--- src/rtl/overdrive_pkg.sv ---
// Shared types and helpers for the overdrive/clipper pipeline.
// Wide intermediate math is done at OD_WIDE_W bits and narrowed with sat_signed().
package overdrive_pkg;

   typedef enum logic [1:0] {
      OD_BYPASS = 2'd0,
      OD_HARD   = 2'd1,
      OD_SOFT   = 2'd2,
      OD_ASYM   = 2'd3
   } od_mode_e;

   localparam int OD_WIDE_W      = 64;
   localparam int OD_LEVEL_MAX_W = 16;

   // Per-sample configuration that travels down the pipe with its sample.
   typedef struct packed {
      od_mode_e                  mode;
      logic [OD_LEVEL_MAX_W-1:0] level;
   } od_ctrl_t;

   function automatic logic signed [OD_WIDE_W-1:0] sat_signed(
      input logic signed [OD_WIDE_W-1:0] v,
      input int                          w
   );
      logic signed [OD_WIDE_W-1:0] hi;
      logic signed [OD_WIDE_W-1:0] lo;
      hi = (64'sd1 <<< (w - 1)) - 64'sd1;
      lo = -hi - 64'sd1;
      if (v > hi) begin
         return hi;
      end else if (v < lo) begin
         return lo;
      end
      return v;
   endfunction

endpackage

--- src/rtl/overdrive_pipe_curve.sv ---
// Combinational transfer curve for the last pipeline stage: curve select,
// clamping and the extra clip condition of the asymmetric curve.
module od_curve
   import overdrive_pkg::*;
#(
   parameter int DATA_W    = 24,
   parameter int FRAC_BITS = 12
) (
   input  logic [1:0]        mode,
   input  logic [DATA_W-1:0] xg,
   input  logic [DATA_W-1:0] x3,
   input  logic [DATA_W+1:0] t,
   input  logic              clip_in,
   output logic [DATA_W-1:0] y,
   output logic              clip_out
);

   localparam logic signed [DATA_W-1:0] L_POS      = DATA_W'(1 << FRAC_BITS);
   localparam logic signed [DATA_W-1:0] L_NEG      = -L_POS;
   localparam logic signed [DATA_W-1:0] L_HALF_NEG = -(L_POS >>> 1);

   od_mode_e                    mode_e;
   logic signed [DATA_W-1:0]    xg_s;
   logic signed [DATA_W-1:0]    x3_s;
   logic signed [DATA_W+1:0]    t_s;
   logic signed [OD_WIDE_W-1:0] soft_wide;
   logic signed [DATA_W-1:0]    soft_y;
   logic signed [DATA_W-1:0]    y_s;

   assign mode_e    = od_mode_e'(mode);
   assign xg_s      = $signed(xg);
   assign x3_s      = $signed(x3);
   assign t_s       = $signed(t);
   assign soft_wide = OD_WIDE_W'(t_s) - OD_WIDE_W'(x3_s);

   // Cubic is only valid inside (-L, L); outside it the curve is pinned to +/-L.
   always_comb begin
      soft_y = DATA_W'(soft_wide >>> 1);
      if (xg_s >= L_POS) begin
         soft_y = L_POS;
      end else if (xg_s <= L_NEG) begin
         soft_y = L_NEG;
      end
   end

   always_comb begin
      y_s      = xg_s;
      clip_out = clip_in;
      case (mode_e)
         OD_BYPASS: begin
            y_s      = xg_s;
            clip_out = 1'b0;
         end
         OD_HARD: begin
            if (xg_s >= L_POS) begin
               y_s = L_POS;
            end else if (xg_s <= L_NEG) begin
               y_s = L_NEG;
            end
         end
         OD_SOFT: begin
            y_s = soft_y;
         end
         OD_ASYM: begin
            if (!xg_s[DATA_W-1]) begin
               y_s = soft_y;
            end else if (xg_s <= L_HALF_NEG) begin
               y_s      = L_HALF_NEG;
               clip_out = 1'b1;
            end
         end
         default: begin
            y_s = xg_s;
         end
      endcase
   end

   assign y = y_s;

endmodule

--- src/rtl/overdrive_pipe.sv ---
// Four-stage overdrive/clipper on a valid/ready stream with a saturating
// clip counter. Config is captured per sample and travels with it.
module overdrive_pipe
   import overdrive_pkg::*;
#(
   parameter int DATA_W    = 24,
   parameter int FRAC_BITS = 12,
   parameter int GAIN_W    = 8,
   parameter int LEVEL_W   = 8,
   parameter int CNT_W     = 16
) (
   input  logic               clk,
   input  logic               rst_n,
   input  logic               s_valid,
   output logic               s_ready,
   input  logic [DATA_W-1:0]  s_data,
   input  logic [1:0]         cfg_mode,
   input  logic [GAIN_W-1:0]  cfg_gain,
   input  logic [LEVEL_W-1:0] cfg_level,
   output logic               m_valid,
   input  logic               m_ready,
   output logic [DATA_W-1:0]  m_data,
   output logic               m_clip,
   input  logic               clip_clear,
   output logic [CNT_W-1:0]   clip_count
);

   localparam int GAIN_FRAC = 4;
   localparam int T_W       = DATA_W + 2;

   localparam logic signed [DATA_W-1:0] L_POS = DATA_W'(1 << FRAC_BITS);
   localparam logic signed [DATA_W-1:0] L_NEG = -L_POS;

   logic en;

   logic                     v1_q, v1_d;
   logic signed [DATA_W-1:0] xg1_q, xg1_d;
   od_ctrl_t                 ctrl1_q, ctrl1_d;

   logic                     v2_q, v2_d;
   logic signed [DATA_W-1:0] xg2_q, xg2_d;
   logic signed [DATA_W-1:0] x2_q, x2_d;
   logic                     clip2_q, clip2_d;
   od_ctrl_t                 ctrl2_q, ctrl2_d;

   logic                     v3_q, v3_d;
   logic signed [DATA_W-1:0] xg3_q, xg3_d;
   logic signed [DATA_W-1:0] x3_q, x3_d;
   logic signed [T_W-1:0]    t3_q, t3_d;
   logic                     clip3_q, clip3_d;
   od_ctrl_t                 ctrl3_q, ctrl3_d;

   logic                     m_valid_q, m_valid_d;
   logic [DATA_W-1:0]        m_data_q, m_data_d;
   logic                     m_clip_q, m_clip_d;
   logic [CNT_W-1:0]         clip_count_q, clip_count_d;

   logic signed [OD_WIDE_W-1:0] in_prod;
   logic signed [OD_WIDE_W-1:0] sq_prod;
   logic signed [OD_WIDE_W-1:0] cube_prod;
   logic signed [OD_WIDE_W-1:0] t_wide;
   logic signed [OD_WIDE_W-1:0] out_prod;

   logic [DATA_W-1:0]        curve_y;
   logic                     curve_clip;

   od_curve #(
      .DATA_W    (DATA_W),
      .FRAC_BITS (FRAC_BITS)
   ) u_curve (
      .mode     (ctrl3_q.mode),
      .xg       (xg3_q),
      .x3       (x3_q),
      .t        (t3_q),
      .clip_in  (clip3_q),
      .y        (curve_y),
      .clip_out (curve_clip)
   );

   // All products are formed at full width so no intermediate ever wraps.
   assign in_prod   = OD_WIDE_W'($signed(s_data)) * OD_WIDE_W'($signed({1'b0, cfg_gain}));
   assign sq_prod   = OD_WIDE_W'(xg1_q) * OD_WIDE_W'(xg1_q);
   assign cube_prod = OD_WIDE_W'(x2_q) * OD_WIDE_W'(xg2_q);
   assign t_wide    = OD_WIDE_W'(xg2_q) * 64'sd3;
   assign out_prod  = OD_WIDE_W'($signed(curve_y)) * OD_WIDE_W'($signed({1'b0, ctrl3_q.level}));

   always_comb begin
      en        = !m_valid_q || m_ready;

      v1_d      = v1_q;
      xg1_d     = xg1_q;
      ctrl1_d   = ctrl1_q;
      v2_d      = v2_q;
      xg2_d     = xg2_q;
      x2_d      = x2_q;
      clip2_d   = clip2_q;
      ctrl2_d   = ctrl2_q;
      v3_d      = v3_q;
      xg3_d     = xg3_q;
      x3_d      = x3_q;
      t3_d      = t3_q;
      clip3_d   = clip3_q;
      ctrl3_d   = ctrl3_q;
      m_valid_d = m_valid_q;
      m_data_d  = m_data_q;
      m_clip_d  = m_clip_q;

      if (en) begin
         v1_d = s_valid;
         if (s_valid) begin
            xg1_d         = DATA_W'(sat_signed(in_prod >>> GAIN_FRAC, DATA_W));
            ctrl1_d.mode  = od_mode_e'(cfg_mode);
            ctrl1_d.level = OD_LEVEL_MAX_W'(cfg_level);
         end

         v2_d = v1_q;
         if (v1_q) begin
            xg2_d   = xg1_q;
            x2_d    = DATA_W'(sq_prod >>> FRAC_BITS);
            clip2_d = (ctrl1_q.mode != OD_BYPASS) && ((xg1_q >= L_POS) || (xg1_q <= L_NEG));
            ctrl2_d = ctrl1_q;
         end

         v3_d = v2_q;
         if (v2_q) begin
            xg3_d   = xg2_q;
            x3_d    = DATA_W'(cube_prod >>> FRAC_BITS);
            t3_d    = T_W'(t_wide);
            clip3_d = clip2_q;
            ctrl3_d = ctrl2_q;
         end

         m_valid_d = v3_q;
         if (v3_q) begin
            m_data_d = DATA_W'(sat_signed(out_prod >>> (LEVEL_W - 1), DATA_W));
            m_clip_d = curve_clip;
         end
      end
   end

   always_comb begin
      clip_count_d = clip_count_q;
      if (clip_clear) begin
         clip_count_d = '0;
      end else if (m_valid_q && m_ready && m_clip_q && (clip_count_q != '1)) begin
         clip_count_d = clip_count_q + CNT_W'(1);
      end
   end

   always_ff @(posedge clk or negedge rst_n) begin
      if (!rst_n) begin
         v1_q         <= 1'b0;
         xg1_q        <= '0;
         ctrl1_q      <= '0;
         v2_q         <= 1'b0;
         xg2_q        <= '0;
         x2_q         <= '0;
         clip2_q      <= 1'b0;
         ctrl2_q      <= '0;
         v3_q         <= 1'b0;
         xg3_q        <= '0;
         x3_q         <= '0;
         t3_q         <= '0;
         clip3_q      <= 1'b0;
         ctrl3_q      <= '0;
         m_valid_q    <= 1'b0;
         m_data_q     <= '0;
         m_clip_q     <= 1'b0;
         clip_count_q <= '0;
      end else begin
         v1_q         <= v1_d;
         xg1_q        <= xg1_d;
         ctrl1_q      <= ctrl1_d;
         v2_q         <= v2_d;
         xg2_q        <= xg2_d;
         x2_q         <= x2_d;
         clip2_q      <= clip2_d;
         ctrl2_q      <= ctrl2_d;
         v3_q         <= v3_d;
         xg3_q        <= xg3_d;
         x3_q         <= x3_d;
         t3_q         <= t3_d;
         clip3_q      <= clip3_d;
         ctrl3_q      <= ctrl3_d;
         m_valid_q    <= m_valid_d;
         m_data_q     <= m_data_d;
         m_clip_q     <= m_clip_d;
         clip_count_q <= clip_count_d;
      end
   end

   assign s_ready    = en;
   assign m_valid    = m_valid_q;
   assign m_data     = m_data_q;
   assign m_clip     = m_clip_q;
   assign clip_count = clip_count_q;

endmodule

--- config.mk ---
export PLATFORM = sky130hd
export DESIGN_NAME = overdrive_pipe
export DESIGN_NICKNAME = d
export VERILOG_FILES = /design/src/rtl/overdrive_pkg.sv /design/src/rtl/overdrive_pipe_curve.sv /design/src/rtl/overdrive_pipe.sv
export SDC_FILE = /design/constraint.sdc
export NUM_CORES = 2
export LEC_CHECK = 0
export BUFFER_PORTS_ARGS = -buffer_cell sky130_fd_sc_hd__buf_4
export CAP_MARGIN = 40
export CORE_ASPECT_RATIO = 1.75
export CORE_MARGIN = 2
export CORE_UTILIZATION = 55
export CTS_CLUSTER_DIAMETER = 150
export CTS_CLUSTER_SIZE = 25
export DETAILED_ROUTE_END_ITERATION = 7
export PLACE_DENSITY = 0.79
export SETUP_SLACK_MARGIN = 0.3
export SLEW_MARGIN = 20
export SYNTH_ARGS = -nofsm -noshare
export SYNTH_HDL_FRONTEND = slang
export SYNTH_SLANG_ARGS = --single-unit
export TNS_END_PERCENT = 100
--- constraint.sdc ---
create_clock -name clk -period 15.55 [get_ports clk]
set_clock_uncertainty 0.05 [all_clocks]
set_input_delay 2.3325 -clock clk [delete_from_list [all_inputs] [get_ports clk]]
set_output_delay 2.3325 -clock clk [all_outputs]
set_load 0.005 [all_outputs]
After elaboration in Yosys (flattened, before gate mapping):

Index checks and enable logic that the tools add are counted.

* $add $sub $neg: 2
* $mul: 5
* divide/modulo/power cells: 0
* order comparisons: 9
* eq/ne operators: 4
* shifts and indexed selects: 0
* multiplexer cells: 26
* bitwise operators: 0
* reductions and logical operators: 14

Operators with widths (number)
* 2-to-1 mux 24 bit: 11
* case mux 24 bit (4 select lines): 1
* multiplier 24 x 24 -> 36 bit: 2
* multiplier 24 x 9 -> 33 bit: 2
* >= comparator 24 x 14 -> 1 bit, second input constant: 2
* less-or-equal comparator 24 x 13 -> 1 bit, second input constant: 2
* 2-to-1 mux 16 bit: 2
* greater-than comparator 29 x 24 -> 1 bit, second input constant: 1
* < comparator 29 x 24 -> 1 bit, second input constant: 1
* greater-than comparator 26 x 24 -> 1 bit, second input constant: 1
* < comparator 26 x 24 -> 1 bit, second input constant: 1
* multiplier 24 x 3 -> 25 bit, second input constant: 1
* subtractor 25 x 24 -> 25 bit: 1
* less-or-equal comparator 24 x 12 -> 1 bit, second input constant: 1
* 2-to-1 mux 23 bit: 1
* adder 16 x 1 -> 16 bit, second input constant: 1
* inequality test 16 bit, second input constant: 1
* 2-to-1 mux 1 bit: 10
* AND reduction 2 bit: 4
* equality test 2 bit, second input constant: 2
* logical AND 1 bit: 4
* nonzero test 2 bit: 2
* equality test 2 x 1 -> 1 bit, second input constant: 1
* logical NOT 2 bit: 1
* 3 further kinds: 4

* register bits: 222
* bits in latches: 0
* bits in writable memories: 0
* memory bits (read-only): 0
* output and inout bits: 43
* word-level logic and storage cells: 81
* memories: 0

Logic depth before layout (Yosys ltp):

* depth after elaboration: 12
* mapped depth: 36
* depth with buffers taken out: 34

By module:

From an unflattened synthesis, not the netlist that was laid out.

* cells, all modules: 6113
* area, all modules: 55041.5 µm²

By module, submodules not included
* overdrive_pipe: instances 1, cells an instance 5805, area each 53037.1 µm², seq. area each 5555.3 µm²
* od_curve: instances 1, cells an instance 308, area each 2004.4 µm², seq. area each 0.0 µm²

Least setup slack after synthesis:

No wires, ideal clock.

* path kind: in2reg
* start: input cfg_gain[0]
* end: register xg1_q[13]
* setup time: 0.138 ns
* data arrival time: 7.820 ns
* data required time: 15.362 ns
* path slack: 7.542 ns
* stages on the path: 23
* path buffers: 2
* cell sequence: clkbuf_1 -> nand2_1 -> fa_1 -> inv_1 -> fa_1 -> inv_1 -> fa_1 -> inv_1 -> fa_1 -> ha_1 -> a21o_1 -> a21oi_1 -> o21bai_1 -> a221oi_2 -> nor4_1 -> o221ai_2 -> o41ai_1 -> nor2_1 -> xnor2_1 -> or4_1 -> o21ai_2 -> buf_2 -> o22ai_1

* cells in the longest elaborated chain, start to end: 7
* elaborated cells on any way between the ends: 9

RTL lines
* from (decl): RTL line overdrive_pipe.sv:18 `input logic [GAIN_W-1:0] cfg_gain,`
* multiplier 24 x 9 -> 33 bit (*): RTL line overdrive_pipe.sv:81 `assign in_prod = OD_WIDE_W'($signed(s_data)) * OD_WIDE_W'($signed({1'b0, cfg_gain}));`
* < comparator 29 x 24 -> 1 bit: RTL line overdrive_pkg.sv:31 `end else if (v < lo) begin`
* 2-to-1 mux 1 bit: RTL line overdrive_pkg.sv:31
* 2-to-1 mux 1 bit: RTL line overdrive_pkg.sv:29 `if (v > hi) begin`
* 2-to-1 mux 1 bit: RTL line overdrive_pipe.sv:110 `if (s_valid) begin`
* 2-to-1 mux 1 bit: RTL line overdrive_pipe.sv:108 `if (en) begin`
* 2-to-1 mux 24 bit (*): RTL line overdrive_pkg.sv:34 `return v;`
* to (signal assigned): RTL line overdrive_pipe.sv:172 `xg1_q <= xg1_d;`
* to (decl): RTL line overdrive_pipe.sv:37 `logic signed [DATA_W-1:0] xg1_q, xg1_d;`

Mark *: on every way between the ends. The rest lies on a longest branch, timed or not. The select of a mux whose other input is x is not followed.
A chain may end at the register's enable or synchronous reset.

Final worst setup path:

* start: register xg3_q[0]
* end: register m_data_q[0] (netlist: m_data[0])

* cells in the longest elaborated chain, start to end: 12
* elaborated cells on any way between the ends: 19

RTL lines
* from (decl): RTL line overdrive_pipe.sv:47 `logic signed [DATA_W-1:0] xg3_q, xg3_d;`
* from (signal assigned): RTL line overdrive_pipe.sv:180 `xg3_q <= xg3_d;`
* less-or-equal comparator 24 x 13 -> 1 bit: RTL line overdrive_pipe_curve.sv:41, overdrive_pipe_curve.sv:57
* 2-to-1 mux 24 bit: RTL line overdrive_pipe_curve.sv:41 `end else if (xg_s <= L_NEG) begin`
* 2-to-1 mux 24 bit: RTL line overdrive_pipe_curve.sv:39 `if (xg_s >= L_POS) begin`
* 2-to-1 mux 24 bit: RTL line overdrive_pipe_curve.sv:65 `if (!xg_s[DATA_W-1]) begin`
* case mux 24 bit (4 select lines) (*): RTL line overdrive_pipe_curve.sv:49 `case (mode_e)`
* multiplier 24 x 9 -> 33 bit (*): RTL line overdrive_pipe.sv:85 `assign out_prod = OD_WIDE_W'($signed(curve_y)) * OD_WIDE_W'($signed({1'b0, ctrl3_q.level}));`
* < comparator 26 x 24 -> 1 bit: RTL line overdrive_pkg.sv:31
* 2-to-1 mux 1 bit: RTL line overdrive_pkg.sv:31
* 2-to-1 mux 1 bit: RTL line overdrive_pkg.sv:29
* 2-to-1 mux 1 bit: RTL line overdrive_pipe.sv:134 `if (v3_q) begin`
* 2-to-1 mux 1 bit: RTL line overdrive_pipe.sv:108
* 2-to-1 mux 24 bit (*): RTL line overdrive_pkg.sv:34
* to (signal assigned): RTL line overdrive_pipe.sv:186 `m_data_q <= m_data_d;`
* to (decl): RTL line overdrive_pipe.sv:54 `logic [DATA_W-1:0] m_data_q, m_data_d;`

Marks and branches as above.

==> results summary <==
The run finished with clean final reports. The first global-routing pass estimated 224 mm of wire. The largest incremental delay on the critical path came out at 630 ps. The routed wire length per instance is 18.5 um. After synthesis, the mean cell area works out to 9.19 um2. The number of nets produced by synthesis is 7642. The number of buffers and inverters on the critical path came out at 5. The kind of start point of the critical path is a register. The total of buffers placed on input and output ports is 89. The congestion estimate from routability-driven global placement came to 0.921.

In this run the critical register-to-register path is captured at m_data[0]. The final routed DRC violation total is 0. The initial antenna violation count came out at 1.

The filler cells instantiated in the layout total 8310. The final hold violation count came to 0. The proportion of register bits with asynchronous set or reset after synthesis is 100%.

The cell sitting at the root of the clock tree is a clkbuf_16. The actual slew at the worst max-slew pin is 961 ps. Dividing the detail-routed via count by the number of cells gives 5.56. The residual overflow from global routing came out at 0. The number of warnings printed during yosys synthesis came out at 0.

The number of unique standard cell types used by synthesis came out at 89. The width of the die is 243 um. Static timing analysis puts the maximum clock frequency at 108 MHz. The clock latency on the worst-skew pair is 510 ps. The synthesis-stage register bit count came out at 221. The number of setup violations in the final report is 0. Post-CTS repair changed the size of 0 cells. The number of design-rule violations left by the first detailed-router iteration came out at 1748. The worst register-to-register path begins at xg3_q[0]. The area occupied by multi-input gates is 0.0433 mm2.

The largest net degree at the start of global routing is 81. The buffer depth of the longest clock path came out at 3. The worst setup slack for register-to-register paths came out at 6250 ps. The die covers 0.103 mm2. After technology mapping, the gate count stands at 5991. The maximum fanout along the worst path is 17. The mapped netlist covers 0.0550 mm2. The routed layout has 40400 vias. The number of violations of the max-capacitance limit came out at 0. The type of element capturing the critical path is a register. The final number of max-transition violations is 0.

In the final layout, flip-flops and latches occupy 0.00553 mm2. The path depth of the worst reg2reg path came out at 35. The tightest slew margin relative to the limit is 35.6%. Counting instances, the worst hold path has a depth of 2. The post-CTS repair timing setup buffer count came out at 0.

The cell family contributing the most delay on the critical path is compound AO/OA/AOI/OAI gates. In this run the count of I/O pins placed on the die edge is 90. The core footprint came out at 0.0994 mm2.

The required time of the worst setup path came out at 15900 ps. In this run the most critical hold path is launched from v3_q. The sequential cell area fraction in the yosys report is 10.0%. TritonCTS built the clock tree. The signed area change from the synthesized netlist to the final layout came out at 4.75%. The number of standard-cell rows in the floorplan came out at 153.

The via count of the first global-routing pass is 46100. STA puts the critical path data arrival time at 9650 ps. In the synthesized netlist the dominant register cell turns out to be dfrtp_1. The number of enable-type register cells in the synthesized netlist is 0. The worst hold path terminates at m_valid. Clock tree synthesis inserted a total of 12 buffers. The repair_antennas step left the layout with diodes totalling 0. In the final design database the tool counted 7590 nets.

Clock-pin slew was measured on the worst setup and hold paths at 100 ps. The number of nets with antenna violations after detailed routing came out at 0. The aggregate global-route resource usage came out at 27.3%. The final worst-path cycle share came out at 59.8%.

The ratio of cells with drive above 1 in the final layout is 5.34%. The post-layout minimum cycle time is 9300 ps. The effective utilization at floorplan came out at 55.4%.

The chip height came out at 423 um. In this run the worst hold path is classified as register to register. The first detailed-routing pass took 7 iterations. Summed over all nets, the half-perimeter wirelength after detailed placement is 113 mm. The final total negative setup slack came out at 0 ps.

The type of the worst setup path is register to register. In this run, post-CTS hold repair placed 0 buffers. The final wirelength is 134 mm.

Setup repair after global routing left no endpoint under its margin. The H-tree depth came out at 1. The TritonCTS sink count is 221.

The critical path's slowest cell is fa_1.
## through the flow
stage               setup slack [ps]  cells  instance area (um2)  util, %  hold slack [ps]
global route                    5660   7256                57700     58.0              459
detailed placement              6290   7239                57300     57.6              409
finish                          6250   7256                57700     58.0              432
global placement                6190   7216                56900     57.3              405
CTS                             6260   7253                57600     58.0              435
floorplan                       7540   5991                55000        -              386
## synth_stat cells, types with 5 or more instances
| library cell | count | area share [%] |
|---|---|---|
| buf_1 | 6 | 0.041 |
| a31o_2 | 5 | 0.080 |
| o22ai_1 | 28 | 0.32 |
| a22o_1 | 9 | 0.14 |
| o21ai_0 | 154 | 1.4 |
| nor4_1 | 11 | 0.13 |
| a21o_1 | 68 | 0.93 |
| a21oi_1 | 107 | 0.97 |
| or3_1 | 14 | 0.16 |
| and3_1 | 17 | 0.19 |
| clkbuf_1 | 226 | 1.5 |
| nand3_1 | 52 | 0.47 |
| o21bai_1 | 17 | 0.23 |
| o41ai_1 | 7 | 0.11 |
| nor2b_1 | 29 | 0.33 |
| o2111ai_1 | 5 | 0.080 |
| o211ai_1 | 5 | 0.068 |
| o21ai_1 | 16 | 0.15 |
| mux2_2 | 71 | 1.5 |
| or2_2 | 13 | 0.15 |
| nand4b_1 | 5 | 0.080 |
| xnor2_1 | 148 | 2.4 |
| nand4_1 | 28 | 0.32 |
| a211oi_1 | 12 | 0.16 |
| inv_1 | 1402 | 9.6 |
| fa_1 | 1166 | 42 |
| o31ai_1 | 8 | 0.11 |
| o21ai_2 | 13 | 0.21 |
| nor3b_1 | 5 | 0.068 |
| a21boi_0 | 8 | 0.11 |
| xor2_1 | 64 | 1.0 |
| and2_1 | 482 | 5.5 |
| o21a_1 | 19 | 0.26 |
| a41oi_1 | 7 | 0.11 |
| a2bb2oi_1 | 8 | 0.13 |
| ha_1 | 438 | 10 |
| nor3_1 | 21 | 0.19 |
| dfrtp_1 | 221 | 10 |
| a31oi_1 | 19 | 0.22 |
| nand2b_1 | 39 | 0.44 |
| nand2_1 | 796 | 5.4 |
| nor2_1 | 148 | 1.0 |
| and4_1 | 5 | 0.080 |
## worst min-delay path, cell delays in order (launching register included)
cell     delay (ps)
dfrtp_1         360
inv_1            50
nand2_1          50
## layer usage
metal  vias up  GRT usage [%]  part of all wire (%)
met1     20500           25.8                    31
met3       676           2.62                   4.1
met4         2           19.5                   8.6
met2      1350           53.7                    56
li1      17800              -                     -
met5         -              0                0.0082
## worst max path at each step
stage	startpoint	slack, ps	to	depth (start not counted)
CTS	xg3_q[0]	6260	m_data[0]	35
detailed placement	xg3_q[0]	6290	m_data[1]	35
floorplan	cfg_gain[0]	7540	xg1_q[13]	23
global route	xg3_q[0]	5660	m_data[1]	35
global placement	xg3_q[0]	6190	m_data[0]	34
finish	xg3_q[0]	6250	m_data[0]	35
## registers in the layout, summed over array words and instances, names as in the netlist, 16 cells and up
register	cells
m_data	24
t3_q	24
x2_q	24
x3_q	24
xg1_q	24
xg2_q	24
xg3_q	24
clip_count	16
## final cells by class
type	count	share of cell area, %
flip-flops and latches	221	9.59
clock inverters	1	0.0521
clock buffers	13	0.564
inverters	1403	9.13
multi-input cells	4126	75.2
repair buffers	175	2.65
well taps	1317	2.86
## logic make-up (layout without fill, tap and decap cells)
kind of cell	count (synthesis)	in the layout	share of synthesized area, %
adder cells (fa/ha/maj)	1604	1604	52.4
flip-flops	221	221	10.0
AND/OR/NAND/NOR	1679	1679	14.8
XOR/XNOR	213	213	3.40
buffers and inverters	1644	1592	11.3
multiplexers	75	75	1.53
AO/OA/AOI/OAI	555	555	6.59
## placed cells by master, fill, tap and decap left out, drive strengths merged, types with 14 or more instances in the layout
| cell type | instances |
|---|---|
| or3 | 14 |
| a31oi | 19 |
| ha | 438 |
| and2 | 482 |
| nand3 | 52 |
| nor4 | 16 |
| nand2 | 796 |
| nor2 | 148 |
| o22ai | 28 |
| nand2b | 39 |
| buf | 175 |
| nor3 | 22 |
| and3 | 17 |
| xor2 | 64 |
| inv | 1402 |
| o21a | 19 |
| fa | 1166 |
| o21bai | 18 |
| a21oi | 108 |
| o21ai | 183 |
| a21o | 68 |
| nor2b | 29 |
| mux2 | 71 |
| dfrtp | 221 |
| nand4 | 28 |
| xnor2 | 149 |
Power is left out: the tool's default activity adds up to more than one toggle a clock period on the data nets, which glitch-free logic cannot reach.
